==> src/rtl/matrix_pkg.sv <==
// rtl/matrix_pkg.sv - shared constants, state type and slot indexing for the matrix operator units
package matrix_pkg;

    localparam int MAX_DIM = 5;
    localparam int ELEM_W  = 8;
    localparam int MAT_W   = MAX_DIM * MAX_DIM * ELEM_W;
    localparam int DIM_W   = 3;

    typedef enum logic [1:0] {
        IDLE = 2'd0,
        LOAD = 2'd1,
        DONE = 2'd2
    } state_t;

    // LSB of element (r,c) in a packed frame with the given row stride and element width.
    function automatic int unsigned slot_lsb(input logic [DIM_W-1:0] r,
                                             input logic [DIM_W-1:0] c,
                                             input int unsigned      stride,
                                             input int unsigned      width);
        return ({29'd0, r} * stride + {29'd0, c}) * width;
    endfunction

endpackage

==> src/rtl/matrix_rc_counter.sv <==
// rtl/matrix_rc_counter.sv - row/col walker over an m x n matrix with column wrap and last-element flag
module matrix_rc_counter (
    input  logic                       clk,
    input  logic                       reset,
    input  logic                       start,
    input  logic                       adv,
    input  logic [matrix_pkg::DIM_W-1:0] m,
    input  logic [matrix_pkg::DIM_W-1:0] n,
    output logic [matrix_pkg::DIM_W-1:0] row,
    output logic [matrix_pkg::DIM_W-1:0] col,
    output logic                       last
);
    import matrix_pkg::*;

    logic [DIM_W-1:0] row_q, row_d;
    logic [DIM_W-1:0] col_q, col_d;

    always_ff @(posedge clk or negedge reset) begin
        if (!reset) begin
            row_q <= '0;
            col_q <= '0;
        end else begin
            row_q <= row_d;
            col_q <= col_d;
        end
    end

    always_comb begin
        row_d = row_q;
        col_d = col_q;
        if (start) begin
            row_d = '0;
            col_d = '0;
        end else if (adv) begin
            if (col_q == n - 3'd1) begin
                col_d = '0;
                row_d = row_q + 3'd1;
            end else begin
                col_d = col_q + 3'd1;
            end
        end
    end

    assign row  = row_q;
    assign col  = col_q;
    assign last = (row_q == m - 3'd1) && (col_q == n - 3'd1);

endmodule

==> src/rtl/matrix_input_collector.sv <==
// rtl/matrix_input_collector.sv - collects a dimension beat plus m*n bytes into a packed 5x5 frame; MATRIX_COLLECT_TIMEOUT_EN adds an idle timeout
module matrix_input_collector #(
    parameter int MAX_DIM        = matrix_pkg::MAX_DIM,
    parameter int ELEM_W         = matrix_pkg::ELEM_W,
    parameter int TIMEOUT_CYCLES = 1000
) (
    input  logic                              clk,
    input  logic                              reset,
    input  logic                              clear,
    input  logic                              in_valid,
    input  logic [ELEM_W-1:0]                 in_data,
    output logic                              in_ready,
    output logic [2:0]                        m_out,
    output logic [2:0]                        n_out,
    output logic [MAX_DIM*MAX_DIM*ELEM_W-1:0] matrix_out,
    output logic                              out_valid,
    input  logic                              out_ready,
    output logic                              err
);
    import matrix_pkg::*;

    localparam int               MW   = MAX_DIM * MAX_DIM * ELEM_W;
    localparam logic [DIM_W-1:0] MAXD = DIM_W'(MAX_DIM);

    state_t           state_q, state_d;
    logic [DIM_W-1:0] m_q, m_d, n_q, n_d;
    logic [MW-1:0]    matrix_q, matrix_d;
    logic             err_q, err_d;
    logic             started_q;

    logic             accept, cnt_start, cnt_adv, cnt_last;
    logic [DIM_W-1:0] row, col, dim_m, dim_n;
    logic             dim_ok;

    assign accept = in_valid && in_ready;
    assign dim_m  = in_data[6:4];
    assign dim_n  = in_data[2:0];
    assign dim_ok = (dim_m != '0) && (dim_m <= MAXD) && (dim_n != '0) && (dim_n <= MAXD);

`ifdef MATRIX_COLLECT_TIMEOUT_EN
    logic [31:0] idle_q, idle_d;
    logic        timeout;
    assign timeout = (state_q == LOAD) && !accept && (idle_q == 32'(TIMEOUT_CYCLES - 1));
`endif

    matrix_rc_counter u_rc (
        .clk   (clk),
        .reset (reset),
        .start (cnt_start),
        .adv   (cnt_adv),
        .m     (m_q),
        .n     (n_q),
        .row   (row),
        .col   (col),
        .last  (cnt_last)
    );

    always_ff @(posedge clk or negedge reset) begin
        if (!reset) begin
            state_q   <= IDLE;
            m_q       <= '0;
            n_q       <= '0;
            matrix_q  <= '0;
            err_q     <= 1'b0;
            started_q <= 1'b0;
`ifdef MATRIX_COLLECT_TIMEOUT_EN
            idle_q    <= '0;
`endif
        end else begin
            state_q   <= state_d;
            m_q       <= m_d;
            n_q       <= n_d;
            matrix_q  <= matrix_d;
            err_q     <= err_d;
            started_q <= 1'b1;
`ifdef MATRIX_COLLECT_TIMEOUT_EN
            idle_q    <= idle_d;
`endif
        end
    end

    always_comb begin
        state_d   = state_q;
        m_d       = m_q;
        n_d       = n_q;
        matrix_d  = matrix_q;
        err_d     = 1'b0;
        cnt_start = 1'b0;
        cnt_adv   = 1'b0;
`ifdef MATRIX_COLLECT_TIMEOUT_EN
        idle_d    = (state_q == LOAD && !accept) ? idle_q + 32'd1 : '0;
`endif
        // clear outranks every beat and out_ready in the same cycle
        if (clear) begin
            state_d   = IDLE;
            matrix_d  = '0;
            cnt_start = 1'b1;
        end else begin
            case (state_q)
                IDLE: begin
                    if (accept) begin
                        if (dim_ok) begin
                            m_d       = dim_m;
                            n_d       = dim_n;
                            matrix_d  = '0;
                            cnt_start = 1'b1;
                            state_d   = LOAD;
                        end else begin
                            err_d = 1'b1;
                        end
                    end
                end
                LOAD: begin
                    if (accept) begin
                        matrix_d[slot_lsb(row, col, MAX_DIM, ELEM_W) +: ELEM_W] = in_data;
                        cnt_adv = 1'b1;
                        if (cnt_last) state_d = DONE;
                    end
`ifdef MATRIX_COLLECT_TIMEOUT_EN
                    else if (timeout) begin
                        err_d    = 1'b1;
                        matrix_d = '0;
                        state_d  = IDLE;
                    end
`endif
                end
                DONE: begin
                    if (out_ready) state_d = IDLE;
                end
                default: state_d = IDLE;
            endcase
        end
    end

    assign in_ready   = started_q && (state_q != DONE);
    assign out_valid  = (state_q == DONE);
    assign m_out      = m_q;
    assign n_out      = n_q;
    assign matrix_out = matrix_q;
    assign err        = err_q;

endmodule

==> config.mk <==
export PLATFORM = sky130hd
export DESIGN_NAME = matrix_input_collector
export DESIGN_NICKNAME = d
export VERILOG_FILES = /design/src/rtl/matrix_pkg.sv /design/src/rtl/matrix_rc_counter.sv /design/src/rtl/matrix_input_collector.sv
export SDC_FILE = /design/constraint.sdc
export NUM_CORES = 1
export LEC_CHECK = 0
export ABC_AREA = 1
export BUFFER_PORTS_ARGS = -buffer_cell sky130_fd_sc_hd__buf_4
export CAP_MARGIN = 20
export CORE_UTILIZATION = 30
export CTS_BUF_LIST = sky130_fd_sc_hd__clkbuf_4
export CTS_CLUSTER_SIZE = 20
export DETAILED_ROUTE_END_ITERATION = 8
export MAX_ROUTING_LAYER = met4
export PLACE_DENSITY_LB_ADDON = 0.15
export SETUP_SLACK_MARGIN = 0.2
export SLEW_MARGIN = 20
export SYNTH_ARGS = -nofsm -noshare
export SYNTH_HDL_FRONTEND = slang
export SYNTH_SLANG_ARGS = --single-unit
export TNS_END_PERCENT = 100
==> constraint.sdc <==
create_clock -name clk -period 9.3 [get_ports clk]
set_input_delay 0.465 -clock clk [delete_from_list [all_inputs] [get_ports clk]]
set_output_delay 0.465 -clock clk [all_outputs]
set_load 0.05 [all_outputs]
# Word level (Yosys, flattened, before mapping)
# Index checks and enable logic that the tools add are counted.
[op_classes]
n_eq_ne = 10
mul = 1
n_reduce_logical = 16
n_bitwise = 1
order_cmp = 2
addsub = 6
shift = 2
n_mux = 30
[op_table]
columns = ["cell", "n"]
rows = [
  ["200-bit two-way mux", 4],
  ["200-bit case mux with 2 select lines", 1],
  ["200-bit bitwise mux", 1],
  ["8-bit by 34-bit variable shift with 200-bit output (first input constant)", 1],
  ["8-bit by 34-bit indexed part select with 200-bit output", 1],
  ["10-bit negation with 34-bit output", 1],
  ["3-bit two-way mux", 6],
  ["2-bit two-way mux", 6],
  ["3-bit != test (second input constant)", 4],
  ["1-bit two-way mux", 11],
  ["3-bit nonzero test", 3],
  ["4-bit AND reduction", 2],
  ["6-bit by 3-bit adder with 7-bit output", 1],
  ["3-bit by 1-bit adder with 3-bit output (second input constant)", 2],
  ["3-bit equality test", 2],
  ["3-bit less-or-equal comparator (second input constant)", 2],
  ["1-bit logical AND", 6],
  ["3-bit by 3-bit multiplier with 6-bit output (second input constant)", 1],
  ["2-bit case mux with 3 select lines", 1],
  ["3-bit by 1-bit subtractor with 3-bit output (second input constant)", 2],
  ["5-bit AND reduction", 1],
  ["2-bit nonzero test", 2],
  ["3-bit by 2-bit != test with 1-bit output (second input constant)", 1],
  ["2-bit by 1-bit equality test with 1-bit output (second input constant)", 1],
  ["5 further kinds", 5],
]
[totals]
register_bits = 216
in_bits = 13
wordCells = 76
out_inout_bits = 209

# Longest topological paths before layout
[logic_depth]
ltp_word = 10
mapped_depth = 18
ltp_nobuf = 18

# By module
# A second synthesis with hierarchy kept.
[hier_totals]
hier_cells = 1249
area_unflattened_um2 = 10184.8
[by_module_without_submodules]
columns = ["module", "seq_area_each_um2", "instances", "cells_each", "area_per_inst_um2"]
rows = [
  ["matrix_input_collector", 5255.0, 1, 1183, 9703.1],
  ["matrix_rc_counter", 150.1, 1, 66, 481.7],
]

# Worst setup path after synthesis
# No wires, ideal clock.
[synth_timing]
path_type = "reg2reg"
start = "register u_rc.row_q[0], in the netlist u_rc.row[0]"
end = "register matrix_q[2], in the netlist matrix_out[2]"
n_path_buf = 0
stages_incl_launch_ff = 16
path_slack_ps = 6022
t_arrival_ps = 3211
required_ps = 9233
synth_period_minus_slack_ps = 3278
path_cell_list = "dfrtp_1 > ha_1 > ha_1 > inv_1 > fa_1 > xor2_1 > nand4_1 > nor2_1 > ha_1 > inv_1 > nand4_1 > nor4_2 > nand2_1 > nand2_1 > nand3_1 > nand2_1"
[synth_between]
elab_chain_cells = 8
word_cells_on_any_way = 9
[synth_rtl]
columns = ["element", "line", "rtl"]
rows = [
  ["start: declaration", "matrix_rc_counter.sv:15", "logic [DIM_W-1:0] row_q, row_d;"],
  ["start signal: assignment", "matrix_rc_counter.sv:23", "row_q <= row_d;"],
  ["3-bit by 3-bit multiplier with 6-bit output (*)", "matrix_pkg.sv:20", "return ({29'd0, r} * stride + {29'd0, c}) * width;"],
  ["6-bit by 3-bit adder with 7-bit output (*)", "matrix_pkg.sv:20", ""],
  ["10-bit negation with 34-bit output (*)", "matrix_input_collector.sv:115", "matrix_d[slot_lsb(row, col, MAX_DIM, ELEM_W) +: ELEM_W] = in_data;"],
  ["8-bit by 34-bit indexed part select with 200-bit output / 8-bit by 34-bit variable shift with 200-bit output (equally long branches)", "matrix_input_collector.sv:115", ""],
  ["200-bit bitwise mux (*)", "matrix_input_collector.sv:115", ""],
  ["200-bit two-way mux (*)", "matrix_input_collector.sv:114", "if (accept) begin"],
  ["200-bit case mux with 2 select lines (*)", "matrix_input_collector.sv:99", "case (state_q)"],
  ["200-bit two-way mux (*)", "matrix_input_collector.sv:94", "if (clear) begin"],
  ["end signal: assignment", "matrix_input_collector.sv:73", "matrix_q <= matrix_d;"],
  ["end: declaration", "matrix_input_collector.sv:27", "logic [MW-1:0] matrix_q, matrix_d;"],
]
# Every way passes the cells marked *; elsewhere a longest branch is shown, timed or not. The select of a mux whose other input is x is not followed.
# A chain may end at the register's enable or synchronous reset.

# Worst setup path after layout
[layout_timing]
start = "register u_rc.row_q[2], in the netlist u_rc.row[2]"
end = "register matrix_q[79], in the netlist matrix_out[79]"
# Same word-level chain as after synthesis.

==> impl_metrics.ini <==
[detailed_routing]
post-route-drc-count = 0
drtPass1Iterations = 6
drt_iter0_markers = 640
dr_total_vias = 9629
wire_per_inst_um = 17.7
final_antenna_net_count = 0
drt-total-wl_um = 35600
via_per_inst = 4.79

[floorplanning]
dieHeight_um = 187
ioPinCount = 222
start_util = 0.306
dieArea_sq_um = 35100
core-area_sq_um = 33700
rows = 67
die_w_um = 187

[finish]
final_cells = 2011
finalInstanceArea_sq_um = 13300
fin_nets = 1542
drive_gt1_frac = 0.245
syn2layout_area_growth_pct = 29.1
final_cell_mix = nand2_1, buf_4, dfrtp_1
layout_commonest_cell = nand2_1

[yosys]
synth_edf_count = 0
synth_warnings = 0
synth_top_cell_by_area = dfrtp_1
avgSynthCellArea_sq_um = 8.21
async_reset_ff_frac = 1.00
yosysUniqueCellTypes = 39
synth.top_cell.area_share = 0.524
ys_seq_elements = 216
synth_area_sq_um = 10300
syn-instance-count = 1256
synth_top_cells_by_area = dfrtp_1, nand2_1, nand3_1
synth.net_count = 1285
seq_area_frac_synth = 0.524
synth_flop_cell = dfrtp_1

[job]
max-cap-violations = 0

[worst_setup_path]
reg2reg_from = u_rc.row[2]
critPathCaptureType = register
rr_worst_depth = 15
rrSetupSlack_ps = 4910
r2r-end = matrix_out[79]
crit_required_ps = 9830
arrival_ps = 4920
cp-endpoint = matrix_out[79]
setup.worst_path.start_class = register
critical_path_class = reg -> reg
crit_fanout = 25
crit_start = u_rc.row[2]

[place]
gp_congestion = 0.878
port_buffers = 221
placed_area_sq_um = 12400
place_ws_ps = 4870
dpl.hpwl_um = 25300
post-place-cells = 1887

[power]
p_int_uw = 1910
p_leak_uw = 0.00696
p_per_area_nw_per_um2 = 296
pwr-share-comb = 0.488
pwr-share-clk = 0.251
power_switching_uw = 2030
swShare = 0.515
power_frac_seq = 0.261
vdd_drop_max_uv = 224

[clock_network]
worstSkewPairLatency_ps = 670
path_clk_slew_ps = 70
cts-resized-gates = 0
cts_buffers = 67
clock-sinks = 216
cts_max_level = 3
cts_tree = yes
cts.path.max_buffers = 3
clockRootBuffer = clkbuf_4

[sta]
hold_violations = 0
tns_ps = 0
slew_viol_final = 0
fin_skew_ps = 37.4
period_minus_slack_ps = 4390
tightest_slew_ps = 1000
fmax_mhz = 228
setup_slack_ps = 4910
hold_ws_ps = 41.0
slew-limit-headroom = 0.331
rsz0062_at_grt = no
post-route-period-util = 0.472
finalSetupViolCount = 0

[global_routing]
overflow = 0
first_global_vias = 9685
antenna_found_initial = 1
grt_max_degree = 103
track_usage = 0.209
grt_pass1_wl_um = 55500

[outcome]
status = finished clean

[hold_path]
hold_path_class = in -> reg
[sequential cells by signal (all words and copies together) (netlist names)]
signal / cells
state_q: 2
started_q: 1
m_out: 3
u_rc.col: 3
u_rc.row: 3
n_out: 3
err: 1
matrix_out: 200
[critical path, cell delays in order (launching register included)]
cell and delay (ps):
dfrtp_1 450, ha_1 300, ha_1 300, inv_1 60
fa_1 640, nand3_1 130, inv_1 70, nand2_1 70
nand2_2 190, inv_2 240, nor3_4 860, nand2_1 400
nand2_1 130, nand2_1 170, nand2_1 130, o21ai_0 80
[through the flow]
step	power, uW	utilization
after detailed placement	2970	0.367
after CTS	3980	0.395
after global placement	2950	0.367
after global routing	4220	0.395
after floorplan	2460	-
final	3940	0.395
[how the worst min path moves through the flow]
stage / slack (ps) / endpoint / cells past startpoint / startpoint
2_1_floorplan: 170 / err / 0 / reset
3_3_place_gp: 460 / matrix_out[51] / 2 / matrix_out[51]
3_5_place_dp: 460 / matrix_out[26] / 2 / matrix_out[26]
4_1_cts: 4 / matrix_out[3] / 3 / in_data[3]
5_1_grt: 20 / matrix_out[3] / 3 / in_data[3]
6_report: 40 / matrix_out[3] / 3 / in_data[3]
[power by group through the flow]
stage               Sequential [uW]  Combinational [uW]  Clock [uW]
floorplan                      1130                1340           0
global placement               1050                1910           0
detailed placement             1050                1920           0
CTS                            1030                1930        1020
global route                   1030                2100        1080
finish                         1030                1920         991
[cell usage after synthesis (2+ instances only)]
cell type and number:
buf_6 3, inv_1 102, clkbuf_1 20, nand2_2 6, ha_1 15, nor2_2 9, nand3_2 4, nor3_1 42
o21ai_1 11, nor2_1 89, a21oi_1 5, o21ai_0 66, xnor2_1 6, buf_1 4, nor2_4 2, nand2_1 360
nand3_1 213, dfrtp_1 216, xor2_1 3, buf_2 14, clkinv_1 2, inv_2 8, nor3_2 6, nand4_2 2
buf_4 3, nor3_4 5, nand4_1 28
[kinds of logic after synthesis]
logic type | synth area share
other cells | 0.000364
buf+inv | 0.0618
xor+xnor | 0.00922
compound gates | 0.0445
simple gates | 0.340
fa+ha+maj | 0.0201
flops | 0.524
[per-layer routing]
metal / vias up / global-route usage / wire, um
li1: 4679 / - / -
met1: 4537 / 0.267 / 16000
met2: 346 / 0.324 / 16300
met3: 67 / 0.0512 / 2440
met4: 0 / 0.0747 / 964
met5: - / - / 0
[final cells by class]
cell class	instances	area (sq um)
clock inverters	16	118
multi-input cells	884	4270
repair buffers	232	1760
inverters	112	420
fillers	3596	20400
flip-flops and latches	216	5410
well taps	448	561
clock buffers	102	766
diodes	1	2.50
[what timing repair did]
action | CTS | global route
hold buffers | 5 | 0
endpoints found under the hold margin | 104 | 0
setup buffers | 0 | 0
(Power assumes the default switching activity.)
